## src/rtl/convert_signed_magnitude.sv

```systemverilog
`default_nettype none
// ============================================================================
//  Module      : convert_signed_magnitude
//  Description : Two's complement <-> sign-magnitude converter with a fixed
//                start-to-done latency and registered, held results.
//  Revision    : 1.0 - initial release
// ============================================================================

module full_adder (
    input  logic a,
    input  logic b,
    input  logic cin,
    output logic s,
    output logic cout
);
    assign s    = a ^ b ^ cin;
    assign cout = (a & b) | (cin & (a ^ b));
endmodule

module convert_signed_magnitude #(
    parameter int WIDTH   = 8,
    parameter int LATENCY = 2
) (
    input  logic             clk,
    input  logic             rst,
    input  logic             start,
    input  logic             mode,
    input  logic [WIDTH-1:0] a,
    input  logic             sign_in,
    output logic [WIDTH-1:0] result,
    output logic             sign,
    output logic             ovf,
    output logic             busy,
    output logic             done
);

    typedef enum logic [1:0] {
        IDLE = 2'd0,
        WAIT = 2'd1,
        DONE = 2'd2
    } state_t;

    localparam logic [2:0] c_last = 3'(LATENCY - 1);

    state_t           r_state, w_state_nxt;
    logic [2:0]       r_cnt, w_cnt_nxt;
    logic             r_done, w_done_nxt;
    logic             w_load, w_commit;
    logic [WIDTH-1:0] r_a;
    logic             r_mode, r_sign_in;
    logic [WIDTH-1:0] r_result;
    logic             r_sign, r_ovf;

    logic [WIDTH-1:0] w_a_inv, w_neg, w_carry, w_res;
    logic             w_cout_unused, w_negate, w_sgn, w_ovf;

    // Negation: inverted operand plus one, carried in at bit 0.
    assign w_a_inv    = ~r_a;
    assign w_carry[0] = 1'b1;

    for (genvar i = 0; i < WIDTH; i++) begin : g_ripple
        if (i < WIDTH - 1) begin : g_mid
            full_adder u_fa (
                .a   (w_a_inv[i]),
                .b   (1'b0),
                .cin (w_carry[i]),
                .s   (w_neg[i]),
                .cout(w_carry[i+1])
            );
        end else begin : g_last
            full_adder u_fa (
                .a   (w_a_inv[i]),
                .b   (1'b0),
                .cin (w_carry[i]),
                .s   (w_neg[i]),
                .cout(w_cout_unused)
            );
        end
    end

    assign w_negate = r_mode ? r_sign_in : r_a[WIDTH-1];
    assign w_res    = w_negate ? w_neg : r_a;
    assign w_sgn    = r_mode ? w_res[WIDTH-1] : r_a[WIDTH-1];
    // A magnitude above 2^(WIDTH-1) cannot be negated; any MSB set cannot stay positive.
    assign w_ovf    = r_mode & (r_sign_in ? (r_a[WIDTH-1] & (|r_a[WIDTH-2:0]))
                                          : r_a[WIDTH-1]);

    always_comb begin
        w_state_nxt = r_state;
        w_cnt_nxt   = r_cnt;
        w_done_nxt  = r_done;
        w_load      = 1'b0;
        w_commit    = 1'b0;
        if (start) begin
            w_load      = 1'b1;
            w_cnt_nxt   = 3'd0;
            w_state_nxt = WAIT;
            w_done_nxt  = 1'b0;
        end else begin
            case (r_state)
                IDLE: w_state_nxt = IDLE;
                WAIT: begin
                    if (r_cnt < c_last) begin
                        w_cnt_nxt = r_cnt + 3'd1;
                    end else begin
                        w_commit    = 1'b1;
                        w_done_nxt  = 1'b1;
                        w_state_nxt = DONE;
                    end
                end
                DONE: begin
                    w_done_nxt  = 1'b0;
                    w_state_nxt = IDLE;
                end
                default: w_state_nxt = IDLE;
            endcase
        end
    end

    always_ff @(posedge clk) begin
        if (!rst) begin
            r_state   <= IDLE;
            r_cnt     <= 3'd0;
            r_done    <= 1'b0;
            r_a       <= '0;
            r_mode    <= 1'b0;
            r_sign_in <= 1'b0;
            r_result  <= '0;
            r_sign    <= 1'b0;
            r_ovf     <= 1'b0;
        end else begin
            r_state <= w_state_nxt;
            r_cnt   <= w_cnt_nxt;
            r_done  <= w_done_nxt;
            if (w_load) begin
                r_a       <= a;
                r_mode    <= mode;
                r_sign_in <= sign_in;
            end
            if (w_commit) begin
                r_result <= w_res;
                r_sign   <= w_sgn;
                r_ovf    <= w_ovf;
            end
        end
    end

    assign result = r_result;
    assign sign   = r_sign;
    assign ovf    = r_ovf;
    assign busy   = (r_state == WAIT);
    assign done   = r_done;

endmodule
`default_nettype wire

```

## config.mk

```make
export PLATFORM = sky130hd
export DESIGN_NAME = convert_signed_magnitude
export DESIGN_NICKNAME = d
export VERILOG_FILES = /design/src/rtl/convert_signed_magnitude.sv
export SDC_FILE = /design/constraint.sdc
export NUM_CORES = 1
export LEC_CHECK = 0
export BUFFER_PORTS_ARGS = -buffer_cell sky130_fd_sc_hd__buf_4
export CORE_MARGIN = 5
export CORE_UTILIZATION = 57
export DETAILED_ROUTE_END_ITERATION = 6
export GPL_TIMING_DRIVEN = 0
export PLACE_DENSITY = 0.82
export SLEW_MARGIN = 0
export SYNTH_ARGS = -nofsm -noshare
export SYNTH_HDL_FRONTEND = slang
export SYNTH_SLANG_ARGS = --single-unit
```

## constraint.sdc

```tcl
create_clock -name clk -period 4.2 [get_ports clk]
set_input_delay 0.42 -clock clk [delete_from_list [all_inputs] [get_ports clk]]
set_output_delay 0.42 -clock clk [all_outputs]
set_load 0.01 [all_outputs]
```

Word level (Yosys, flattened, before mapping):

Cells that the tools add are included.

* bitwise gates (word level): 19
* mux-type cells: 13
* magnitude comparators: 1
* reductions and logical operators: 6
* equality and inequality tests: 4
* add/subtract/negate cells: 1

Operators with widths (count)
* two-way mux 1 bit: 11
* bitwise AND 1 bit: 8
* two-way mux 8 bit: 1
* NOT 8 bit: 1
* OR reduction 7 bit: 1
* XOR 1 bit: 7
* AND reduction 2 bit: 2
* adder 3 x 1 -> 3 bit, second input constant: 1
* < comparator 3 x 1 -> 1 bit, second input constant: 1
* != test 3 bit, second input constant: 1
* NOT 1 bit: 3
* OR reduction 3 bit: 1
* equality test 2 x 1 -> 1 bit, second input constant: 1
* equality test 2 bit, second input constant: 1
* != test 2 bit, second input constant: 1
* case mux 1 bit (2 select lines): 1
* nonzero test 2 bit: 1
* OR reduction 2 bit: 1

* flip-flop bits (word level): 26
* bits of input ports: 13
* output and inout bits: 12
* logic and storage cells: 54

Longest topological paths before layout:

Gate-level depths: netlist of run 1.

* word-level depth: 10
* depth in mapped cells: 10
* depth with buffers taken out: 10

By module:

From an unflattened synthesis of run 1, not the netlist that was laid out.

* cells, all modules: 130
* area total of the unflattened synthesis: 1297.5 um^2

Modules (own cells, without submodules)
* convert_signed_magnitude: area an instance 1137.3 um^2, seq. area each 520.5 um^2, instances 1, cells each 122
* full_adder: area an instance 20.0 um^2, seq. area each 0.0 um^2, instances 8, cells each 1

Worst setup path before layout of run 1:

Ideal clock, no wire load.

* path kind: flip-flop to flip-flop
* from: register r_a[1]
* to: register r_sign (netlist: sign)
* cell stages (with the launch flop): 11
* data arrival time: 1.943 ns
* buffers on the path: 0
* required time: 4.121 ns
* setup time: 0.079 ns
* slack: 2.178 ns
* period minus slack after synthesis: 2.022 ns
* path through: dfxtp_1 inv_1 ha_1 ha_1 ha_1 ha_1 ha_1 ha_1 nand3b_1 xor2_1 a211oi_2

* cells in the longest elaborated chain, start to end: 10

RTL lines
* start, declared: RTL line 49 `logic [WIDTH-1:0] r_a;`
* start signal, assigned: RTL line 125 `r_a <= '0;`
* start signal, assigned: RTL line 136 `r_a <= a;`
* NOT 8 bit: RTL line 58 `assign w_a_inv = ~r_a;`
* bitwise AND 1 bit (6 in a row): RTL line 17 `assign cout = (a & b) | (cin & (a ^ b));`
* XOR 1 bit: RTL line 16 `assign s = a ^ b ^ cin;`
* two-way mux 8 bit: RTL line 82 `assign w_res = w_negate ? w_neg : r_a;`
* two-way mux 1 bit: RTL line 83 `assign w_sgn = r_mode ? w_res[WIDTH-1] : r_a[WIDTH-1];`
* end signal, assigned: RTL line 142 `r_sign <= w_sgn;`
* end, declared: RTL line 52 `logic r_sign, r_ovf;`

No other way between the ends.
A chain may end at the register's enable or synchronous reset.

Worst setup path after layout of run 1:

* from: register r_a[1]
* to: register r_result[7] (netlist: result[7])

* cells in the longest elaborated chain, start to end: 9

RTL lines
* NOT 8 bit: RTL line 58
* bitwise AND 1 bit (6 in a row): RTL line 17
* XOR 1 bit: RTL line 16
* two-way mux 8 bit: RTL line 82
* end signal, assigned: RTL line 141 `r_result <= w_res;`
* end, declared: RTL line 51 `logic [WIDTH-1:0] r_result;`

No other way between the ends.

==> run metrics, run 1 <==
clk sink count=26; final slew viol count=0; Synthesis Warnings=0; GP Congestion=0.829; Pleak=0.682 nW; Top-Level Pins=25; main combinational cell family by area after synthesis=compound AO/OA/AOI/OAI gates; number of enable flip-flop cells after synthesis=0; worst skew pair latency=0.32 ns; critical setup path kind=reg2reg; CP Capture Type=flip-flop; area delta synth->final=18.9%; Req. time, crit path=4.44 ns; die area=0.00331 mm2; worst setup slack after layout=1.94 ns; share of the synthesized area in the top cell type=40.4%; largest net degree at the start of global routing=15; Root Buffer=clkbuf_4; vias in the first global route=1107; FFs w/ async S/R, synth=0%; Yosys reg bits=26; CTS tree=done; r2r startpoint=r_a[1]$_SDFFE_PN0P_; CP Data Arrival Time=2.50 ns; worst path bufs/invs=1; Post-Synth Simple-Gate Area=15.8%; Max IR drop VDD=0.246 mV; post-synthesis sequential area ratio=40.4%; total power draw=471 uW; H-tree Lvls=1; die height=57.6 um; DR WL/cell=14.9 um; Max Freq=442 MHz; Starting Density=58.8%; fillers=191; peak fanout along the critical path=3; leading area contributor after synthesis=dfxtp_1; Top delay family on crit path=adder cells; number of max-cap violations=0; fin nets=174; hold_buf cts=0; Post-DP HPWL=1990 um; Seq. cell area=520 um2; min-delay worst type=in2reg; DRT iter0 DRCs=14; Slew headroom=65.3%; XOR/XNOR share of the synthesized area=0.680%; startpoint types=flip-flop; TNS Setup=0 ns; most common cell in the synthesized netlist=dfxtp_1; Compound-Gate Fraction of Synth Area=16.1%; final hold vios=0; drt drc=0; clock skew=0.00854 ns; launch point of the worst path=r_a[1]$_SDFFE_PN0P_; GRT Residual Overflow=0; status=finished clean; core area=0.00219 mm2; Tmin final=2.26 ns; part of the cycle the worst path needs=53.8%; synthesized-area fraction occupied by adder cells=6.80%; final wirelength=2690 um; reg-to-reg slack, setup=1.94 ns; Gate Count Post-Synth=126; final setup fails=0; Worst-Margin Slew=0.519 ns; commonest cells in the netlist=dfxtp_1 (26), mux2i_1 (16), nor2_1 (15), a21oi_1 (12), inv_1 (9); TritonCTS buffer count=3; reg2reg end=result[7]$_SDFFE_PN0P_; first-pass GRT wire length=4760 um; Finished Core Util=70.0%; register clock-pin slew on the reported worst setup and hold paths=0.14 ns; initial antenna violation count=0; Vias=996; footprint of the multi-input gates=691 um2; slowest CP cell=dfxtp_1; Synth area leaders=dfxtp_1 (40%), mux2i_1 (12%), a211oi_2 (6.8%); Critical Path Sink=result[7]$_SDFFE_PN0P_; Resize count post-CTS=0; diode count=0; Largest stage delay, worst path=0.38 ns; share of cells above drive strength 1=30.1%; Die Span X=57.6 um; unrepaired setup endpoints after global routing=no; pwr dens=307 mW/mm2; Hold Slack=0.322 ns; Pre-antenna DRT Iters=4; hold path depth=3; mux cell area share after synthesis=14.2%; FF-to-FF path depth=10; total setup buffers inserted after CTS=0; Synth Flop Type=dfxtp_1; Netlist cell types=32; synthesized area per cell=10.2 um2; Post-Place Setup Slack=1.97 ns; port buffer count=23; most used cell along the critical path=ha_1; ANT nets after route=0; Placement Rows=17; CP Cell Sequence=inv_1, ha_1, ha_1, ha_1, ha_1, ha_1, ha_1, nor3b_1, o21ai_0, a311oi_2; GR Util All Layers=18.6%; vias per cell=5.50; WP depth=10; synthesized cell area=0.00129 mm2; Max clock buf depth=2; Synth Net Count=146
==> worst register-to-register path, cell delays in order (launching register included) <==
cell      delay [ns]
dfxtp_1         0.38
inv_1           0.05
ha_1            0.22
ha_1            0.19
ha_1            0.19
ha_1            0.19
ha_1            0.19
ha_1            0.21
nor3b_1         0.18
o21ai_0         0.13
a311oi_2        0.25
==> sequential cells by signal (all words and copies together), names as in the netlist <==
signal / count
done: 1
ovf: 1
r_a: 8
r_cnt: 3
r_mode: 1
r_sign_in: 1
r_state: 2
result: 8
sign: 1
==> layer usage <==
layer / vias up / global-route usage (%) / routed length, um
met5: - / 0 / 0
met4: 0 / 9.93 / 69
met3: 9 / 2.94 / 105
met2: 27 / 34.0 / 1360
met1: 466 / 20.1 / 1160
li1: 494 / - / -
==> stage by stage <==
stage,cell area [um2],instances
CTS,1530,181
global route,1530,181
detailed placement,1500,177
global placement,1500,177
finish,1530,181
floorplan,1290,126
==> cell usage in the layout (no fill, tap or decap), types with 2 or more instances in the layout <==
cell      instances
a211oi_2          7
dfxtp_1          26
nand2_1           4
mux2i_1          16
o21ai_0           2
clkbuf_4          3
nor2b_1           2
a31oi_1           2
clkbuf_1          2
a21oi_1          12
buf_4            25
ha_1              7
nor3_4            2
nor2_1           15
inv_1             9
==> cell families (layout without fill, tap and decap cells) <==
kind of cell,Yosys count,count (layout)
XOR/XNOR,1,1
adder cells (fa/ha/maj),7,7
AO/OA/AOI/OAI,27,27
multiplexers,17,17
buffers and inverters,16,43
AND/OR/NAND/NOR,32,32
flip-flops,26,26
==> worst min path at each step <==
stage	start	endpoint	slack (ns)
3_5_place_dp	r_a[0]$_SDFFE_PN0P_	result[0]$_SDFFE_PN0P_	0.48
2_1_floorplan	r_a[0]$_SDFFE_PN0P_	result[0]$_SDFFE_PN0P_	0.46
4_1_cts	a[5]	r_a[5]$_SDFFE_PN0P_	0.32
3_3_place_gp	ovf$_SDFFE_PN0P_	ovf$_SDFFE_PN0P_	0.46
6_report	a[1]	r_a[1]$_SDFFE_PN0P_	0.32
5_1_grt	a[1]	r_a[1]$_SDFFE_PN0P_	0.30
==> cell type report <==
cell class | instances | share of cell area (%)
Multi-Input combinational cell | 84 | 45.1
Clock buffer | 4 | 2.37
Buffer | 7 | 2.86
Timing Repair Buffer | 23 | 11.3
Sequential cell | 26 | 34.0
Tap cell | 28 | 2.29
Inverter | 9 | 2.20
==> report_power, final <==
group | switching (mW) | internal [mW] | leakage (nW)
Combinational | 0.0408 | 0.0383 | 0.449
Sequential | 0.00890 | 0.255 | 0.212
Clock | 0.0743 | 0.0531 | 0.0210
Total | 0.124 | 0.347 | 0.682
No activity file was read; power rests on OpenSTA's default activity.
==> run 2, diff against run 1 <==
--- a/config.mk
+++ b/config.mk
@@ -5,12 +5,13 @@
 export SDC_FILE = /design/constraint.sdc
 export NUM_CORES = 1
 export LEC_CHECK = 0
+export ABC_AREA = 1
 export BUFFER_PORTS_ARGS = -buffer_cell sky130_fd_sc_hd__buf_4
 export CORE_MARGIN = 5
-export CORE_UTILIZATION = 57
+export CORE_UTILIZATION = 53
 export DETAILED_ROUTE_END_ITERATION = 6
 export GPL_TIMING_DRIVEN = 0
-export PLACE_DENSITY = 0.82
+export PLACE_DENSITY = 0.77
 export SLEW_MARGIN = 0
 export SYNTH_ARGS = -nofsm -noshare
 export SYNTH_HDL_FRONTEND = slang
==> constraint.sdc (replaced) <==
create_clock -name clk -period 2.1 [get_ports clk]
set_input_delay 0.21 -clock clk [delete_from_list [all_inputs] [get_ports clk]]
set_output_delay 0.21 -clock clk [all_outputs]
set_load 0.01 [all_outputs]
==> run metrics, run 2 <==
Max Freq=514 MHz (was 442 MHz); leading area contributor after synthesis=dfxtp_1 (unchanged); final hold vios=0 (unchanged); commonest non-fill, non-tap cell in the layout=nand2_1 (was dfxtp_1); Synthesis Warnings=0 (unchanged); commonest cells in the netlist=nand2_1 (41), nor2_1 (32), dfxtp_1 (26), inv_1 (24), a21oi_1 (14) (was dfxtp_1 (26), mux2i_1 (16), nor2_1 (15), a21oi_1 (12), inv_1 (9)); peak fanout along the critical path=2 (was 3); reg-to-reg slack, setup=0.16 ns (was 1.94 ns); final setup fails=0 (unchanged); Hold Slack=0.116 ns (was 0.322 ns); clk sink count=26 (unchanged); H-tree Lvls=1 (unchanged); share of the synthesized area in the top cell type=41.9% (was 40.4%); CP Data Arrival Time=2.22 ns (was 2.50 ns); Slew headroom=72.0% (was 65.3%); area delta synth->final=20.8% (was 18.9%); port buffer count=24 (was 23); Pleak=0.742 nW (was 0.682 nW); post-synthesis sequential area ratio=41.9% (was 40.4%); critical setup path kind=reg2reg (unchanged); Root Buffer=clkbuf_4 (unchanged); die height=58.4 um (was 57.6 um); Synth Net Count=196 (was 146); Placement Rows=17 (unchanged); number of max-cap violations=0 (unchanged); Synth area leaders=dfxtp_1 (42%), nand2_1 (12%), nor2_1 (9.7%) (was dfxtp_1 (40%), mux2i_1 (12%), a211oi_2 (6.8%)); status=finished clean (unchanged); startpoint types=flip-flop (unchanged); fin nets=226 (was 174); largest net degree at the start of global routing=14 (was 15); Hold Startpoint=sign_in (was a[1]); GRT Residual Overflow=0 (unchanged); Tmin final=1.94 ns (was 2.26 ns); Gate Count Post-Synth=176 (was 126); die area=0.00341 mm2 (was 0.00331 mm2); Die Span X=58.4 um (was 57.6 um); min-delay worst type=in2reg (unchanged); CP Cell Sequence=inv_1, ha_2, ha_1, ha_1, ha_2, ha_2, ha_2, inv_2, nand2_1, nand2_1, nand2_1, nor2_1, nor2_1, nor2_1 (was inv_1, ha_1, ha_1, ha_1, ha_1, ha_1, ha_1, nor3b_1, o21ai_0, a311oi_2); launch point of the worst path=r_a[0]$_SDFFE_PN0P_ (was r_a[1]$_SDFFE_PN0P_); Placed Area=0.00146 mm2 (was 0.00150 mm2); slowest CP cell=dfxtp_2 (was dfxtp_1); Post-DP HPWL=1990 um (about the same); DR WL/cell=10.6 um (was 14.9 um); register clock-pin slew on the reported worst setup and hold paths=0.13 ns (was 0.14 ns); initial antenna violation count=0 (unchanged); synthesized area per cell=7.05 um2 (was 10.2 um2); clock skew=0.00343 ns (was 0.00854 ns); Worst-Margin Slew=0.420 ns (was 0.519 ns); GR Util All Layers=16.0% (was 18.6%); share of cells above drive strength 1=21.6% (was 30.1%); diode count=0 (unchanged); drt drc=0 (unchanged); Max IR drop VDD=0.441 mV (was 0.246 mV); Starting Density=55.6% (was 58.8%); vias per cell=4.78 (was 5.50); Finished Cell Area=0.00150 mm2 (was 0.00153 mm2); pwr dens=594 mW/mm2 (was 307 mW/mm2); core area=0.00223 mm2 (was 0.00219 mm2); final slew viol count=0 (unchanged); Max clock buf depth=2 (unchanged); CTS tree=done (unchanged); Yosys reg bits=26 (unchanged); CP Capture Type=flip-flop (unchanged); FFs w/ async S/R, synth=0% (unchanged); synthesized cell area=0.00124 mm2 (was 0.00129 mm2); vias in the first global route=1093 (was 1107); hold_buf cts=0 (unchanged); part of the cycle the worst path needs=92.6% (was 53.8%); fillers=211 (was 191); GP Congestion=0.741 (was 0.829); Pre-antenna DRT Iters=4 (unchanged); Vias=1110 (was 996); most used cell along the critical path=ha_2 (was ha_1); ANT nets after route=0 (unchanged); r2r startpoint=r_a[0]$_SDFFE_PN0P_ (was r_a[1]$_SDFFE_PN0P_); most common cell in the synthesized netlist=nand2_1 (was dfxtp_1); TritonCTS buffer count=3 (unchanged); final wirelength=2460 um (was 2690 um); Largest stage delay, worst path=0.36 ns (was 0.38 ns); Finished Core Util=67.1% (was 70.0%); worst skew pair latency=0.32 ns (about the same); first-pass GRT wire length=4330 um (was 4760 um); Req. time, crit path=2.37 ns (was 4.44 ns); number of enable flip-flop cells after synthesis=0 (unchanged); commonest non-fill, non-tap cells in the layout=nand2_1 (41), nor2_1 (32), buf_4 (25) (was dfxtp_1 (26), buf_4 (25), mux2i_1 (16)); Synth Flop Type=dfxtp_1 (unchanged); DRT iter0 DRCs=23 (was 14); Top-Level Pins=25 (unchanged); Netlist cell types=18 (was 32)
[run 2: worst paths after layout]
path,to,depth (start not counted)
setup / recovery,sign$_SDFFE_PN0P_,14
hold / removal,r_sign_in$_SDFFE_PN0P_,3
setup reg to reg,sign$_SDFFE_PN0P_,14
hold reg to reg,result[0]$_SDFFE_PN0P_,2
[run 2: kinds of logic after synthesis]
kind of cell / count (synthesis) / synth area share, %
AOI/OAI and AO/OA: 26 / 10.8
DFF: 26 / 41.9
buffers and inverters: 30 / 9.88
and+or+nand+nor: 87 / 30.3
adders and majority gates: 7 / 7.06
[run 2: timing repair]
item,CTS,global route
resized for setup,0,7
buffers inserted,0,1
endpoints found under the setup margin,0,2
[run 2: critical path, delay by kind of cell (launching register included)]
kind	cells	cell delay (ns)
fa+ha+maj	6	1.04
simple gates	6	0.37
buf+inv	2	0.10
flops	1	0.36
[run 2: report_power, final]
| part | internal [mW] | switching, mW |
|---|---|---|
| Sequential | 0.513 | 0.0143 |
| Clock | 0.0674 | 0.144 |
| Combinational | 0.0655 | 0.0847 |
| Total | 0.646 | 0.243 |
[run 2: metal layers]
layer / global-route usage [%] / share of wire, % / vias up
li1: - / - / 605
met1: 20.7 / 49 / 476
met2: 26.0 / 44 / 24
met3: 3.29 / 5.7 / 5
met4: 5.96 / 1.6 / 0
met5: 0 / 0 / -
[run 2: layout make-up]
type | instances | area, um2 | share of cell area [%]
multi-input combinational | 120 | 608 | 40.6
sequential | 26 | 523 | 34.9
timing repair buffer | 25 | 188 | 12.5
inverter | 25 | 93.8 | 6.26
tap | 28 | 35.0 | 2.34
buffer | 5 | 28.8 | 1.92
clock buffer | 3 | 22.5 | 1.50
[run 2: stage by stage]
step                      instances  power [mW]  worst slack [ns]    TNS, ns
final                           232       0.890             0.155          0
after global routing            232       0.942         -0.000255  -0.000255
after CTS                       231       0.886            0.0446          0
after detailed placement        228       0.683            0.0488          0
after global placement          228       0.676            0.0960          0
after floorplan                 176       0.633             0.214          0
